File: config.mk
export PLATFORM = sky130hd
export DESIGN_NAME = timeslice_rr_scheduler
export DESIGN_NICKNAME = d
export VERILOG_FILES = /design/src/rtl/timeslice_rr_pkg.sv /design/src/rtl/rr_pick.sv /design/src/rtl/timeslice_rr_scheduler.sv
export SDC_FILE = /design/constraint.sdc
export NUM_CORES = 1
export LEC_CHECK = 0
export CORE_UTILIZATION = 29
export DETAILED_ROUTE_END_ITERATION = 10
export GPL_ROUTABILITY_DRIVEN = 0
export HOLD_SLACK_MARGIN = 0.05
export PLACE_DENSITY = 0.62
export SYNTH_ARGS = -nofsm -noshare
export SYNTH_HDL_FRONTEND = slang
export SYNTH_HIERARCHICAL = 1
export SYNTH_SLANG_ARGS = --single-unit
File: constraint.sdc
create_clock -name clk -period 1.8 [get_ports clk]
set_clock_uncertainty 0.15 [all_clocks]
set_input_delay 0.36 -clock clk [delete_from_list [all_inputs] [get_ports clk]]
set_output_delay 0.36 -clock clk [all_outputs]
set_load 0.005 [all_outputs]
File: src/rtl/timeslice_rr_pkg.sv
// -----------------------------------------------------------------------------
// timeslice_rr_pkg
// Shared definitions for the time-slice round-robin scheduler:
//   - state_t          : arbiter FSM state encoding (IDLE, GRANT, HANDOFF)
//   - DEFAULT_N        : default number of requesters
//   - DEFAULT_TS_WIDTH : default width of the slice length / slice counter
//   - ptr_width()      : width of an index into N requesters (at least 1)
// -----------------------------------------------------------------------------
package timeslice_rr_pkg;

    localparam int DEFAULT_N        = 4;
    localparam int DEFAULT_TS_WIDTH = 4;

    // IDLE    : nobody owns the resource
    // GRANT   : exactly one owner, grant bit visible
    // HANDOFF : one dead cycle between owners, grant is zero
    typedef enum logic [1:0] {
        IDLE    = 2'd0,
        GRANT   = 2'd1,
        HANDOFF = 2'd2
    } state_t;

    // Index width for N requesters; a single requester still needs one bit.
    function automatic int ptr_width(input int n);
        return (n > 1) ? $clog2(n) : 1;
    endfunction

endpackage

File: src/rtl/rr_pick.sv
// -----------------------------------------------------------------------------
// rr_pick
// Combinational rotating-priority search. Starting at ptr and moving upward
// modulo N, returns the first requester whose req bit is set.
// Ports:
//   req   [N-1:0]  : request vector
//   ptr   [PW-1:0] : index with highest priority this round (must be < N)
//   found          : at least one req bit is set
//   idx   [PW-1:0] : index of the winner (0 when found=0)
// -----------------------------------------------------------------------------
module rr_pick
    import timeslice_rr_pkg::*;
#(
    parameter int N  = DEFAULT_N,
    parameter int PW = ptr_width(N)
) (
    input  logic [N-1:0]  req,
    input  logic [PW-1:0] ptr,
    output logic          found,
    output logic [PW-1:0] idx
);

    // cand[k] is the requester index examined at priority offset k,
    // i.e. (ptr + k) mod N. ptr < N, so one conditional subtract suffices.
    logic [PW-1:0] cand [N];

    generate
        for (genvar gi = 0; gi < N; gi++) begin : g_cand
            logic [PW:0] sum;
            assign sum      = {1'b0, ptr} + (PW+1)'(gi);
            assign cand[gi] = (sum >= (PW+1)'(N)) ? PW'(sum - (PW+1)'(N))
                                                  : PW'(sum);
        end
    endgenerate

    // Walk from the lowest priority offset to the highest so the last hit,
    // which is the smallest offset from ptr, wins.
    always_comb begin
        found = 1'b0;
        idx   = '0;
        for (int k = N - 1; k >= 0; k--) begin
            if (req[cand[k]]) begin
                found = 1'b1;
                idx   = cand[k];
            end
        end
    end

endmodule

File: src/rtl/timeslice_rr_scheduler.sv
// -----------------------------------------------------------------------------
// timeslice_rr_scheduler
// Round-robin arbiter with a per-grant time slice. The owner keeps the
// resource while it requests, up to slice_len cycles (0 = unlimited). Every
// grant ends with one HANDOFF cycle where grant is zero; a timeout ending is
// flagged by a one-cycle expired pulse during that HANDOFF cycle.
// Ports:
//   clk                 : clock, all state changes on rising edge
//   reset               : synchronous active-high reset
//   req       [N-1:0]   : per-requester request level
//   slice_len [TS-1:0]  : max grant length in cycles, 0 = unlimited
//   grant     [N-1:0]   : registered one-hot (or zero) grant
//   grant_id  [PW-1:0]  : index of current owner, valid while busy=1
//   busy                : grant is non-zero
//   expired             : grant just ended by slice timeout
// -----------------------------------------------------------------------------
module timeslice_rr_scheduler
    import timeslice_rr_pkg::*;
#(
    parameter int N        = DEFAULT_N,
    parameter int TS_WIDTH = DEFAULT_TS_WIDTH,
    parameter int PW       = ptr_width(N)
) (
    input  logic                clk,
    input  logic                reset,
    input  logic [N-1:0]        req,
    input  logic [TS_WIDTH-1:0] slice_len,
    output logic [N-1:0]        grant,
    output logic [PW-1:0]       grant_id,
    output logic                busy,
    output logic                expired
);

    state_t              state_reg,     state_next;
    logic [PW-1:0]       ptr_reg,       ptr_next;
    logic [PW-1:0]       owner_reg,     owner_next;
    logic [TS_WIDTH-1:0] slice_cnt_reg, slice_cnt_next;
    logic [TS_WIDTH-1:0] slice_lat_reg, slice_lat_next;
    logic [N-1:0]        grant_reg,     grant_next;
    logic                expired_reg,   expired_next;

    logic                pick_found;
    logic [PW-1:0]       pick_idx;
    logic [PW-1:0]       ptr_after_owner;
    logic                slice_done;

    rr_pick #(
        .N  (N),
        .PW (PW)
    ) u_rr_pick (
        .req   (req),
        .ptr   (ptr_reg),
        .found (pick_found),
        .idx   (pick_idx)
    );

    // Priority moves to the requester just above the outgoing owner.
    assign ptr_after_owner = (owner_reg == PW'(N - 1)) ? '0 : owner_reg + PW'(1);

    // Timeout only applies to a limited slice; slice_lat=0 never expires.
    assign slice_done = (slice_lat_reg != '0) && (slice_cnt_reg == slice_lat_reg);

    always_ff @(posedge clk) begin
        if (reset) begin
            state_reg     <= IDLE;
            ptr_reg       <= '0;
            owner_reg     <= '0;
            slice_cnt_reg <= '0;
            slice_lat_reg <= '0;
            grant_reg     <= '0;
            expired_reg   <= 1'b0;
        end else begin
            state_reg     <= state_next;
            ptr_reg       <= ptr_next;
            owner_reg     <= owner_next;
            slice_cnt_reg <= slice_cnt_next;
            slice_lat_reg <= slice_lat_next;
            grant_reg     <= grant_next;
            expired_reg   <= expired_next;
        end
    end

    always_comb begin
        state_next     = state_reg;
        ptr_next       = ptr_reg;
        owner_next     = owner_reg;
        slice_cnt_next = slice_cnt_reg;
        slice_lat_next = slice_lat_reg;
        grant_next     = grant_reg;
        expired_next   = 1'b0;

        case (state_reg)
            IDLE, HANDOFF: begin
                if (pick_found) begin
                    state_next     = GRANT;
                    owner_next     = pick_idx;
                    grant_next     = N'(1) << pick_idx;
                    // Slice length is frozen for the whole grant.
                    slice_lat_next = slice_len;
                    slice_cnt_next = TS_WIDTH'(1);
                end else begin
                    state_next = IDLE;
                    grant_next = '0;
                end
            end

            GRANT: begin
                if (!req[owner_reg]) begin
                    // A dropped request wins over a coincident timeout.
                    state_next = HANDOFF;
                    grant_next = '0;
                    ptr_next   = ptr_after_owner;
                end else if (slice_done) begin
                    state_next   = HANDOFF;
                    grant_next   = '0;
                    expired_next = 1'b1;
                    ptr_next     = ptr_after_owner;
                end else if (slice_cnt_reg != '1) begin
                    slice_cnt_next = slice_cnt_reg + TS_WIDTH'(1);
                end
            end

            default: begin
                state_next = IDLE;
                grant_next = '0;
            end
        endcase
    end

    assign grant    = grant_reg;
    assign grant_id = owner_reg;
    assign busy     = |grant_reg;
    assign expired  = expired_reg;

endmodule
* After elaboration in Yosys (flattened, before gate mapping)
Index checks and enable logic that the tools add are counted.
** Storage, ports and cells
- Register bits :: 19
- Output and inout port bits :: 8
- Word-level logic and storage cells :: 88
** Cells by class
- $add $sub $neg :: 9
- Magnitude comparators :: 9
- Eq/ne operators :: 11
- Shift operators :: 1
- Muxes and demuxes :: 39
- Bitwise operators :: 2
- Reduce and logical (&&, ||, !) cells :: 10
** Operators with widths (count)
- 4-bit 2-to-1 mux :: 7
- 2-bit 2-to-1 mux :: 13
- 4-bit case mux with 2 select lines :: 2
- 2-bit by 3-bit less-than comparator with 1-bit output, second input constant :: 5
- 1-bit 2-to-1 mux :: 11
- 1-bit binary-select mux with 2-bit select :: 5
- 2-bit != test, second input constant :: 5
- 3-bit greater-or-equal comparator, second input constant :: 3
- 2-bit by 1-bit subtractor with 2-bit output, second input constant :: 4
- 2-bit by 2-bit adder with 3-bit output, second input constant :: 2
- 5-bit AND reduction :: 1
- 4-bit by 1-bit adder with 4-bit output, second input constant :: 1
- 2-bit == test, second input constant :: 2
- 4-bit == test :: 1
- 4-bit != test, second input constant :: 1
- 2-bit case mux with 2 select lines :: 1
- 2-bit AND reduction :: 2
- 4-bit nonzero test :: 1
- 4-bit OR reduction :: 1
- 1-bit by 2-bit left shift with 4-bit output, first input constant :: 1
- 2-bit by 1-bit adder with 3-bit output, second input constant :: 1
- 2-bit by 3-bit greater-or-equal comparator with 1-bit output, second input constant :: 1
- 3-bit != test, second input constant :: 1
- 3-bit OR reduction :: 1
- other kinds (7) :: 8

* Logic depth before layout (Yosys ltp)
- Depth after elaboration :: 12
- Gate-level depth with buffers :: 7

* By module
Netlist, hierarchy kept.
** By module, submodules not included
- timeslice_rr_scheduler :: instances 1, cells an instance 103, area each 888.4 um2
- rr_pick :: instances 1, cells an instance 13, area each 77.6 um2

* Worst setup path after synthesis
No wires, ideal clock.
- Kind :: register to register
- From :: reg owner_reg[0] (netlist: grant_id[0])
- To :: reg ptr_reg[0]
- Setup time :: 71 ps
- Arrival time :: 1656 ps
- Slack :: -76 ps
- Stages on the path, launching flop included :: 5
- Path buffers :: 0
- Cell sequence :: dfxtp_1 > mux4_2 > o21a_1 > or4_1 > a21oi_1
** On the way
- Word-level cells in the longest chain between the ends :: 4
** Ends and longest elaborated chain
- start: declaration :: line timeslice_rr_scheduler.sv:36 : logic [PW-1:0] owner_reg, owner_next;
- start signal: assignment :: line timeslice_rr_scheduler.sv:75 : owner_reg <= owner_next;
- 2-bit by 1-bit adder with 2-bit output, or another cell as far along :: line timeslice_rr_scheduler.sv:58 : assign ptr_after_owner = (owner_reg == PW'(N - 1)) ? '0 : owner_reg + PW'(1);
- 2-bit 2-to-1 mux or 1-bit 2-to-1 mux (tied branches) :: line timeslice_rr_scheduler.sv:58, timeslice_rr_scheduler.sv:108
- 2-bit 2-to-1 mux or 2-bit != test (tied branches)
- 2-bit 2-to-1 mux or 2-bit AND reduction (tied branches)
- end signal: assignment :: line timeslice_rr_scheduler.sv:74 : ptr_reg <= ptr_next;
- end: declaration :: line timeslice_rr_scheduler.sv:35 : logic [PW-1:0] ptr_reg, ptr_next;
Parallel ways exist; a longest one is shown, timed or not. The select of a mux whose other input is x is not followed.
A chain may end at the register's enable or synchronous reset.

* Worst setup path in the final report
- From :: reg grant_reg[1] (netlist: grant[1])
- To :: out busy
** On the way
- Word-level cells in the longest chain between the ends :: 1
** Ends and longest elaborated chain
- start: declaration :: line timeslice_rr_scheduler.sv:39 : logic [N-1:0] grant_reg, grant_next;
- start signal: assignment :: line timeslice_rr_scheduler.sv:78 : grant_reg <= grant_next;
- 4-bit OR reduction :: line timeslice_rr_scheduler.sv:132 : assign busy = |grant_reg;
- end: declaration :: line timeslice_rr_scheduler.sv:30 : output logic busy,
Every way passes these cells.

==> metrics <==
final antenna-violating net count=0; global route overflow=0; CP delay by family, top=simple AND/OR/NAND/NOR gates; port bufs=17; DRC=0; initial antenna violation count=0; met1 usage=a little over a fifth; leakage power=~0.59 nW; Main synth FF type=dfxtp_1; setup bufs post-CTS=0; type of the worst min-delay path=flop to flop; H-tree levels=1; slowest CP cell=or4_1; M2 GR Usage=roughly 25%; syn_nets=approximately 130; worst hold slack=~0.33 ns; met3 GRT Util=under 10%; max_cap viols=0; post-synthesis instance area=between 900 and 1000 sq um; Syn Inst Count=approximately 120; Final min period=roughly 1.8 ns; clk_lat worst skew=0.30 ns; via count=~1000; Slowest Stage Delay on Critical Path=0.51 ns; Required @ worst endpoint=~1.3 ns; DRT Pass-1 Iters=4; die span in y=approximately 60 um; Final Hold Viols=0; critical-path cell list=or4_1 > buf_2; area of the die=3570 sq um; post-placement cell count=198; design area=1420 sq um; clock root cell=clkbuf_4; antenna cells=0; crit start category=flop; CP Capture Type=primary output; GRT busiest layer=met2; status=finished clean; RSZ-0062 raised after global routing=yes; Area growth syn-to-layout=47.0%; Power Dens Cells=~700 nW/um^2; DP Area=~1400 sq um; final core utilization=45.8%; share of cells above drive strength 1=28.5%; crit share post-route=between 90% and 100%; initial drt markers=36; first-pass GRT wire length=between 4000 and 5000 um; Die X=~60 um; total CTS buffers=3; Async SR Flop Fraction=0%; TritonCTS clock tree=built; WP data arrival=between 1 and 1.5 ns; Starting Density=about 31%; crit path buf inv count=1; Post-Route WL=2470 um; final setup fails=0; vias per std cell=about 4.9; Core Box Area=3100 sq um; Synth cell types=35; Max Slew Vio Count=0; fill count=333; worst slew pin tran=roughly 0.32 ns; Avg Inst Size Synth=approximately 8.3 sq um; worst rel slew slack=about four fifths; Fmax=between 500 and 600 MHz; Wirelength per Cell=~12 um; Peak VDD IR=approximately 250 uV; Yosys Warn Count=6; CP Max Fanout=2; Total GRT Usage=15.2%; #FFs+latches synth=19; vias in the first global route=between 900 and 1k; Post-synth EDFFs=0; Finished Layout Cells=202; sequential share of the synthesized area=about two fifths; largest net degree at the start of global routing=13; fin nets=~170; Rows=20; maximum buffer depth of the clock tree=2; clock sinks=19; setup_tns=0 ns; Worst-path clk slew=around 0.12 ns; io pins=18; CP Class=flop to primary output; hpwl dp=1890 um
## tightest hold or removal path: stages (launching register included)
cell,delay [ns]
dfxtp_1,0.34
nand2_1,0.06
a21oi_1,0.06
## placed cells by master (no fill, tap or decap), types with 3 or more instances in the layout
cell,count
clkdlybuf4s50_1,9
clkbuf_4,3
nor2_1,8
nor3_1,3
buf_4,25
dlygate4sd2_1,5
xnor2_1,3
nand2b_1,4
o21a_1,3
dfxtp_1,15
dfxtp_2,4
nand2_1,18
o21ai_0,4
a21oi_1,13
nand3_1,4
## power breakdown
part | total [mW] | switching (mW) | internal, mW
sequential | 0.473 | 0.0216 | 0.452
combinational | 0.320 | 0.147 | 0.172
clock | 0.221 | 0.138 | 0.0826
total | 1.01 | 0.307 | 0.707
## path summary, 6_finish.rpt
path	to	slack, ns	depth (start not counted)	from
hold reg to reg	slice_lat_reg[2]	0.33	2	slice_lat_reg[2]
hold / removal	slice_lat_reg[2]	0.33	2	slice_lat_reg[2]
setup reg to reg	ptr_reg[0]	0.008	4	grant_id[0]
setup / recovery	busy	0.008	2	grant[1]
## cell families (layout without fill, tap and decap cells)
kind of cell | Yosys count | after routing | share of synthesized area [%]
DFF | 19 | 19 | 39.4
buffers and inverters | 7 | 49 | 2.72
muxes | 4 | 4 | 6.09
adders and majority gates | 2 | 2 | 2.59
AOI/OAI and AO/OA | 32 | 32 | 21.6
xor gates and xnor gates | 3 | 3 | 2.72
and+or+nand+nor | 49 | 49 | 24.9
## timing repair
item / 4_1_cts / 5_1_grt
gates resized for setup: 13 / 8
pin swaps: 1 / 5
hold buffers: 0 / 0
gates cloned: 0 / 0
endpoints found under the setup margin: 10 / 7
## per-layer routing
metal	share of wire, %	vias to the layer above
met2	47	32
met1	48	460
met3	4.5	2
met4	0.77	0
li1	-	503
met5	0	-
## metrics by stage
stage	total power, mW	setup WS (ns)
3_3_place_gp	0.787	-0.415
6_report	1.01	0.00841
2_1_floorplan	0.628	-0.00412
3_5_place_dp	0.793	-0.465
4_1_cts	1.00	0.00175
5_1_grt	1.08	-0.0473
## cells in the mapped netlist, types with 3 or more instances
cell      instances  area, sq um
dfxtp_1          19          380
nand2_1          18         67.6
or4_1             3         22.5
a21oi_1          14         70.1
nor2_1            8         30.0
o21ai_0           5         25.0
xnor2_1           3         26.3
clkbuf_1          4         15.0
nand2b_1          4         25.0
o21a_1            3         22.5
nand3_1           4         20.0
nor3_1            3         15.0
## area by class of cell
class,count,area (sq um),share of cell area [%]
clock inverters,1,5.00,0.352
flip-flops and latches,19,385,27.1
inverters,2,7.51,0.529
clock buffers,3,22.5,1.59
multi-input cells,90,582,41.0
well taps,44,55.1,3.88
repair buffers,43,363,25.6
Power figures use the tool's default switching activity.
